[src/rtl/if_fetch.sv]
// IF-stage fetch unit: owns the PC and runs a single-outstanding request/ack
// handshake to the instruction bus, handing (if_pc, if_inst) to IF/ID.
module if_fetch #(
  parameter logic [31:0] RESET_PC = 32'h0000_0000
) (
  input  logic        clk,
  input  logic        rst,
  input  logic [5:0]  stall,
  input  logic        flush,
  input  logic [31:0] new_pc,
  input  logic        branch_flag_i,
  input  logic [31:0] branch_target_i,
  output logic        bus_req_o,
  output logic [31:0] bus_addr_o,
  input  logic        bus_ack_i,
  input  logic [31:0] bus_data_i,
  output logic [31:0] if_pc,
  output logic [31:0] if_inst,
  output logic        stallreq
);

  typedef enum logic [1:0] {
    S_IDLE = 2'd0,
    S_REQ  = 2'd1,
    S_DONE = 2'd2
  } state_e;

  state_e      state_q, state_d;
  logic [31:0] pc_q, pc_d;
  logic        redirect_valid_q, redirect_valid_d;
  logic [31:0] redirect_target_q, redirect_target_d;
  logic        discard_q, discard_d;
  logic        bus_req_q, bus_req_d;
  logic [31:0] bus_addr_q, bus_addr_d;
  logic [31:0] if_pc_q, if_pc_d;
  logic [31:0] if_inst_q, if_inst_d;

  logic        branch_capture;
  logic [31:0] next_pc;
  logic        unused_stall_bits;

  assign unused_stall_bits = ^{stall[5:3], stall[1]};

  assign branch_capture = branch_flag_i && !stall[2];
  // A captured branch only takes effect when the delay-slot instruction is consumed.
  assign next_pc = redirect_valid_q ? redirect_target_q : pc_q + 32'd4;

  assign stallreq   = (state_q != S_DONE) && !rst;
  assign bus_req_o  = bus_req_q;
  assign bus_addr_o = bus_addr_q;
  assign if_pc      = if_pc_q;
  assign if_inst    = if_inst_q;

  always_comb begin
    state_d           = state_q;
    pc_d              = pc_q;
    redirect_valid_d  = redirect_valid_q;
    redirect_target_d = redirect_target_q;
    discard_d         = discard_q;
    bus_req_d         = bus_req_q;
    bus_addr_d        = bus_addr_q;
    if_pc_d           = if_pc_q;
    if_inst_d         = if_inst_q;

    unique case (state_q)
      S_IDLE: begin
        if (flush) begin
          pc_d             = new_pc;
          redirect_valid_d = 1'b0;
        end else begin
          bus_req_d  = 1'b1;
          bus_addr_d = pc_q;
          state_d    = S_REQ;
        end
      end

      S_REQ: begin
        if (bus_ack_i) begin
          bus_req_d = 1'b0;
          if (discard_q || flush) begin
            discard_d = 1'b0;
            state_d   = S_IDLE;
            if (flush) begin
              pc_d             = new_pc;
              redirect_valid_d = 1'b0;
            end
          end else begin
            if_pc_d   = pc_q;
            if_inst_d = bus_data_i;
            state_d   = S_DONE;
          end
        end else if (flush) begin
          // The bus transaction cannot be withdrawn; let it finish and drop its data.
          pc_d             = new_pc;
          discard_d        = 1'b1;
          redirect_valid_d = 1'b0;
        end
      end

      S_DONE: begin
        if (flush) begin
          if_pc_d          = 32'd0;
          if_inst_d        = 32'd0;
          pc_d             = new_pc;
          redirect_valid_d = 1'b0;
          state_d          = S_IDLE;
        end else if (!stall[0]) begin
          pc_d             = next_pc;
          redirect_valid_d = 1'b0;
          if_pc_d          = 32'd0;
          if_inst_d        = 32'd0;
          bus_req_d        = 1'b1;
          bus_addr_d       = next_pc;
          state_d          = S_REQ;
        end
      end

      default: begin
        state_d = S_IDLE;
      end
    endcase

    // Applied after the state logic so a capture survives a same-edge consumption.
    if (branch_capture && !flush) begin
      redirect_valid_d  = 1'b1;
      redirect_target_d = branch_target_i;
    end
  end

  always_ff @(posedge clk) begin
    if (rst) begin
      state_q           <= S_IDLE;
      pc_q              <= RESET_PC;
      redirect_valid_q  <= 1'b0;
      redirect_target_q <= 32'd0;
      discard_q         <= 1'b0;
      bus_req_q         <= 1'b0;
      bus_addr_q        <= 32'd0;
      if_pc_q           <= 32'd0;
      if_inst_q         <= 32'd0;
    end else begin
      state_q           <= state_d;
      pc_q              <= pc_d;
      redirect_valid_q  <= redirect_valid_d;
      redirect_target_q <= redirect_target_d;
      discard_q         <= discard_d;
      bus_req_q         <= bus_req_d;
      bus_addr_q        <= bus_addr_d;
      if_pc_q           <= if_pc_d;
      if_inst_q         <= if_inst_d;
    end
  end

  // Handshake invariants: request/address hold until ack, bus idles after every ack.
  a_req_hold: assert property (@(posedge clk) disable iff (rst)
    (bus_req_o && !bus_ack_i) |=> (bus_req_o && $stable(bus_addr_o)));

  a_idle_after_ack: assert property (@(posedge clk) disable iff (rst)
    (bus_req_o && bus_ack_i) |=> !bus_req_o);

endmodule

[config.mk]
export PLATFORM = sky130hd
export DESIGN_NAME = if_fetch
export DESIGN_NICKNAME = d
export VERILOG_FILES = /design/src/rtl/if_fetch.sv
export SDC_FILE = /design/constraint.sdc
export NUM_CORES = 1
export LEC_CHECK = 0
export ABC_AREA = 1
export CORE_ASPECT_RATIO = 1.1
export CORE_MARGIN = 2
export CORE_UTILIZATION = 35
export CTS_BUF_LIST = sky130_fd_sc_hd__clkbuf_4 sky130_fd_sc_hd__clkbuf_8
export DETAILED_ROUTE_END_ITERATION = 10
export HOLD_SLACK_MARGIN = 0.1
export PLACE_DENSITY = 0.6
export SKIP_CTS_REPAIR_TIMING = 1
export SYNTH_ARGS = -nofsm -noshare
export SYNTH_HDL_FRONTEND = slang
export SYNTH_SLANG_ARGS = --single-unit
export TNS_END_PERCENT = 20
[constraint.sdc]
create_clock -name clk -period 1.85 [get_ports clk]
set_input_delay 0.37 -clock clk [delete_from_list [all_inputs] [get_ports clk]]
set_output_delay 0.37 -clock clk [all_outputs]
set_load 0.005 [all_outputs]
Word level (Yosys, flattened, before mapping)
Cells that the tools add are included.

word-level totals
  latch bits = 0
  output and inout bits = 98
  memories kept = 0
  logic and storage cells = 82
  memory bits (read-only) = 0
  flip-flop bits (word level) = 165
  RAM bits = 0

cells by class
  magnitude comparators = 0
  $mul = 0
  bitwise gates (word level) = 0
  shifts and indexed selects = 0
  reductions and logical operators = 20
  muxes and demuxes = 39
  divide/modulo/power cells = 0
  $add $sub $neg = 1
  equal/unequal tests = 13

operator list
  cell                     count
  $mux W32                 14
  $pmux W32 S2             3
  $pmux W32 S3             1
  $add A32 B3 Y32 const B  1
  $mux W1                  13
  $ne A2 B2 Y1 const B     6
  $reduce_and A3 Y1        4
  $mux W2                  5
  $ne A4 B4 Y1 const B     2
  $reduce_and A4 Y1        2
  $ne A3 B3 Y1 const B     2
  $pmux W1 S3              2
  $pmux W2 S3              1
  $reduce_bool A2 Y1       3
  $reduce_and A5 Y1        1
  $reduce_bool A4 Y1       1
  $logic_and A1 B1 Y1      3
  $logic_not A1 Y1         3
  $reduce_bool A3 Y1       1
  $eq A2 B1 Y1 const B     1
  $eq A2 B2 Y1 const B     1
  $logic_not A2 Y1         1
  $ne A2 B1 Y1 const B     1
  $logic_or A1 B1 Y1       1

Longest topological paths before layout
  depth after elaboration = 5
  gate-level depth with buffers = 10
  gate-level depth less buffers = 10

Worst setup path after synthesis
Ideal clock, no wire load.

  kind = register to register
  from = register pc_q[2]
  to = register pc_q[8]
  period minus slack after synthesis = 1.466 ns
  data arrival time = 1.397 ns
  stages on the path, launching flop included = 8
  slack = 0.384 ns
  path through = dfxtp_1 -> ha_1 -> nand3_2 -> nor2_1 -> xor2_1 -> o21ai_0 -> nand3_1 -> a21oi_1

on the way
  cells in the longest elaborated chain, start to end = 5

RTL lines
  element                 line  RTL
  from (decl)             29    logic [31:0] pc_q, pc_d;
  from (signal assigned)  143   pc_q <= pc_d;
  $add A32 B3 Y32         46    assign next_pc = redirect_valid_q ? redirect_target_q : pc_q + 32'd4;
  $mux W32                46
  $mux W32                107   end else if (!stall[0]) begin
  $mux W32                101   if (flush) begin
  $pmux W32 S3            65    unique case (state_q)

No other way between the ends. The select of a mux whose other input is x is not followed.
A chain may end at the register's enable or synchronous reset.

Worst setup path in the final report
  from = register bus_addr_q[22] (netlist: bus_addr_o[22])
  to = output port bus_addr_o[22]

RTL lines
  element                 line  RTL
  from (decl)             34    logic [31:0] bus_addr_q, bus_addr_d;
  from (signal assigned)  148   bus_addr_q <= bus_addr_d;
  to (decl)               14    output logic [31:0] bus_addr_o,

No word-level cell between the ends.

==> metrics <==
vias in the first global route=7410; crit path max fanout=2; Yosys warnings=0; syn avg cell area=6.916 um2; Setup Viol. Count Final=0; gpl congestion=roughly 0.93; post-synth cell types=35; FMAX=~570 MHz; DR WL/cell=around 17 um; overall power=roughly 8.4 mW; gr ovfl total=0; multiplexer share of the synthesized area=0; largest family of logic cells by synthesized area=simple AND/OR/NAND/NOR gates; Routed Antenna Nets=0; Non-Filler Instances=1612; Tmin final=between 1.5 and 2 ns; Compound-Gate Fraction of Synth Area=0.2004; outcome=finished, final reports clean; Slew Limit Fails=0; Layout fillers=2215; WP data required=about 1.5 ns; Worst-Margin Slew=about 0.38 ns; Crit Path Category=reg -> out; H-Tree Depth=4; nets@finish=around 1400; DRC viols=0; Worst Path Buf+Inv=1; leakage power figure=4.092 nW; Via density=around 5; vias post-DR=8092; clk slew on worst S/H paths=0.10 ns; Slowest-stage cell, CP=clkdlybuf4s50_1; PnR worst setup slack=0.09325 ns; clk_skew=~0.017 ns; Clock Sink Count=between 150 and 200; Top delay family on crit path=buffers and inverters; first-pass GRT wire length=between 40 and 50 mm; Die H=between 150 and 200 um; CTS tree=done; slew margin rel.=0.7470; Reg2Reg Setup Slack=roughly 0.15 ns; startpoint type of the worst setup path=flop; Synth top area share=0.4319; Tcrit/Tclk final=0.9496; clock buffer count from CTS=17; sequential cell area fraction in the yosys report=0.4319; die width=between 100 and 150 um; PwrDens=about 780 nW/um2; Bufs on Longest Clock Path=2; cell taking the most area after synthesis=dfxtp_1; # port buffers=200; Starting DRT DRC Count=436; final WL=approximately 27 mm; Synth Area in Simple Gates=0.2797; post-synth net total=about 1200; layout cell share with drive strength beyond 1=0.09985; Die Area=around 23000 um2; Std-Cell Rows=56; RSZ-0062 raised after global routing=no; crit end category=output port; initial antenna violation count=0; DRT Pass-1 Iters=5; synthesized flop and latch total=approximately 170; largest net degree at the start of global routing=48; GRT Overall Usage=0.2237; Fin. Hold Viols=0; worst-path cell chain=clkdlybuf4s50_1; xor/xnor cell area share of the yosys netlist=0.01145; Post-Syn Area=approximately 7600 um2; top cells by area, synth=dfxtp_1 43%, nor2_1 12%, a21oi_1 8.9%; worst min path class=in -> reg; Post-Synth Adder-Cell Area=0.001636; Core Footprint=roughly 21000 um2; Top-Level Pins=around 210; Fin Setup TNS=0 ns; Area Growth Syn to Fin=39.44%; ANT cells=0; max-cap violation count=0; CP peak stage delay=roughly 0.54 ns; Setup WS pre-CTS=-0.1063 ns; maximum vdd drop=between 0.4 and 0.5 mV; Worst EP arrival=1.39 ns; CTS Root Cell=clkbuf_8; cells after synthesis=~1100; hpwl dp=~20 mm; placed cells=~1600; initial core utilization=0.3579; clk_lat worst skew=0.47 ns
-- path summary, 6_finish.rpt --
kind	cells after the start	endpoint	start
worst max-delay path	1	bus_addr_o[22]	bus_addr_o[22]
worst min-delay path	3	if_inst[23]	bus_data_i[23]
worst max register to register	9	bus_addr_o[31]	pc_q[10]
worst min register to register	2	redirect_target_q[14]	redirect_target_q[14]
-- metrics by stage --
stage	hold slack (ns)	cell area, um2	utilization
after global routing	0.4320	10670	0.4991
after global placement	0.4477	10210	0.4779
final	0.4470	10670	0.4991
after CTS	0.4245	10630	0.4972
after floorplan	0.4297	7649	-
after detailed placement	0.4490	10210	0.4779
-- power breakdown --
group / leakage (nW) / switching [mW] / internal [mW]
Sequential: 1.36 / 0.187 / 3.81
Clock: 0.216 / 1.52 / 1.28
Combinational: 2.52 / 0.762 / 0.807
Total: 4.09 / 2.47 / 5.91
-- final cells by class --
cell class | instances | area (um2) | share of cell area
multi-input combinational | 814 | 3780 | 0.3544
timing repair buffer | 251 | 2575 | 0.2414
inverter | 60 | 227.7 | 0.02135
clock buffer | 18 | 247.7 | 0.02323
tap | 290 | 362.8 | 0.03402
clock inverter | 14 | 163.9 | 0.01537
sequential | 165 | 3308 | 0.3102
-- kinds of logic (layout without fill, tap and decap cells) --
kind of cell             Yosys count  after routing
AO/OA/AOI/OAI                    299            299
XOR/XNOR                          10             10
adder cells (fa/ha/maj)            1              1
buffers and inverters            127            343
flip-flops                       165            165
AND/OR/NAND/NOR                  504            504
-- cell usage in the layout (no fill, tap or decap), types with 7 or more instances in the layout --
| cell | instances |
|---|---|
| buf_4 | 36 |
| clkdlybuf4s50_1 | 199 |
| inv_2 | 9 |
| nand3_1 | 68 |
| nand2_1 | 160 |
| nor2_1 | 236 |
| a21oi_1 | 136 |
| dfxtp_1 | 163 |
| o21ai_0 | 133 |
| nor2_4 | 7 |
| nand2_2 | 7 |
| a31oi_1 | 13 |
| clkbuf_8 | 18 |
| inv_1 | 48 |
| buf_12 | 15 |
| or2_2 | 9 |
| xor2_1 | 9 |
| o21ai_1 | 11 |
-- cells in the mapped netlist (all sizes together) --
| cell type | count |
|---|---|
| o211a | 1 |
| buf | 38 |
| clkinv | 2 |
| nor3 | 3 |
| ha | 1 |
| a21oi | 136 |
| nand4 | 2 |
| clkbuf | 29 |
| dfxtp | 165 |
| a211oi | 2 |
| xnor2 | 1 |
| a31oi | 13 |
| inv | 58 |
| xor2 | 9 |
| nand2 | 170 |
| or2 | 9 |
| nand3b | 1 |
| nand3 | 71 |
| o211ai | 1 |
| nor2 | 248 |
| o21ai | 146 |
-- flip-flops by register name (all words and copies together) (netlist names) --
register,flops
bus_addr_o,32
discard_q,1
pc_q,32
redirect_target_q,32
if_inst,32
bus_req_o,1
if_pc,32
redirect_valid_q,1
state_q,2
-- layer usage --
layer,part of all wire,up-vias,global-route usage
met5,0,-,0
li1,-,4047,-
met3,0.070,33,0.04527
met4,0.021,0,0.07156
met2,0.46,334,0.3628
met1,0.45,3678,0.2992
-- tightest hold or removal path: stages --
cell and delay [ns]:
clkdlybuf4s50_1 0.40, nand2_1 0.06, a21oi_1 0.05
(Power assumes the default switching activity.)
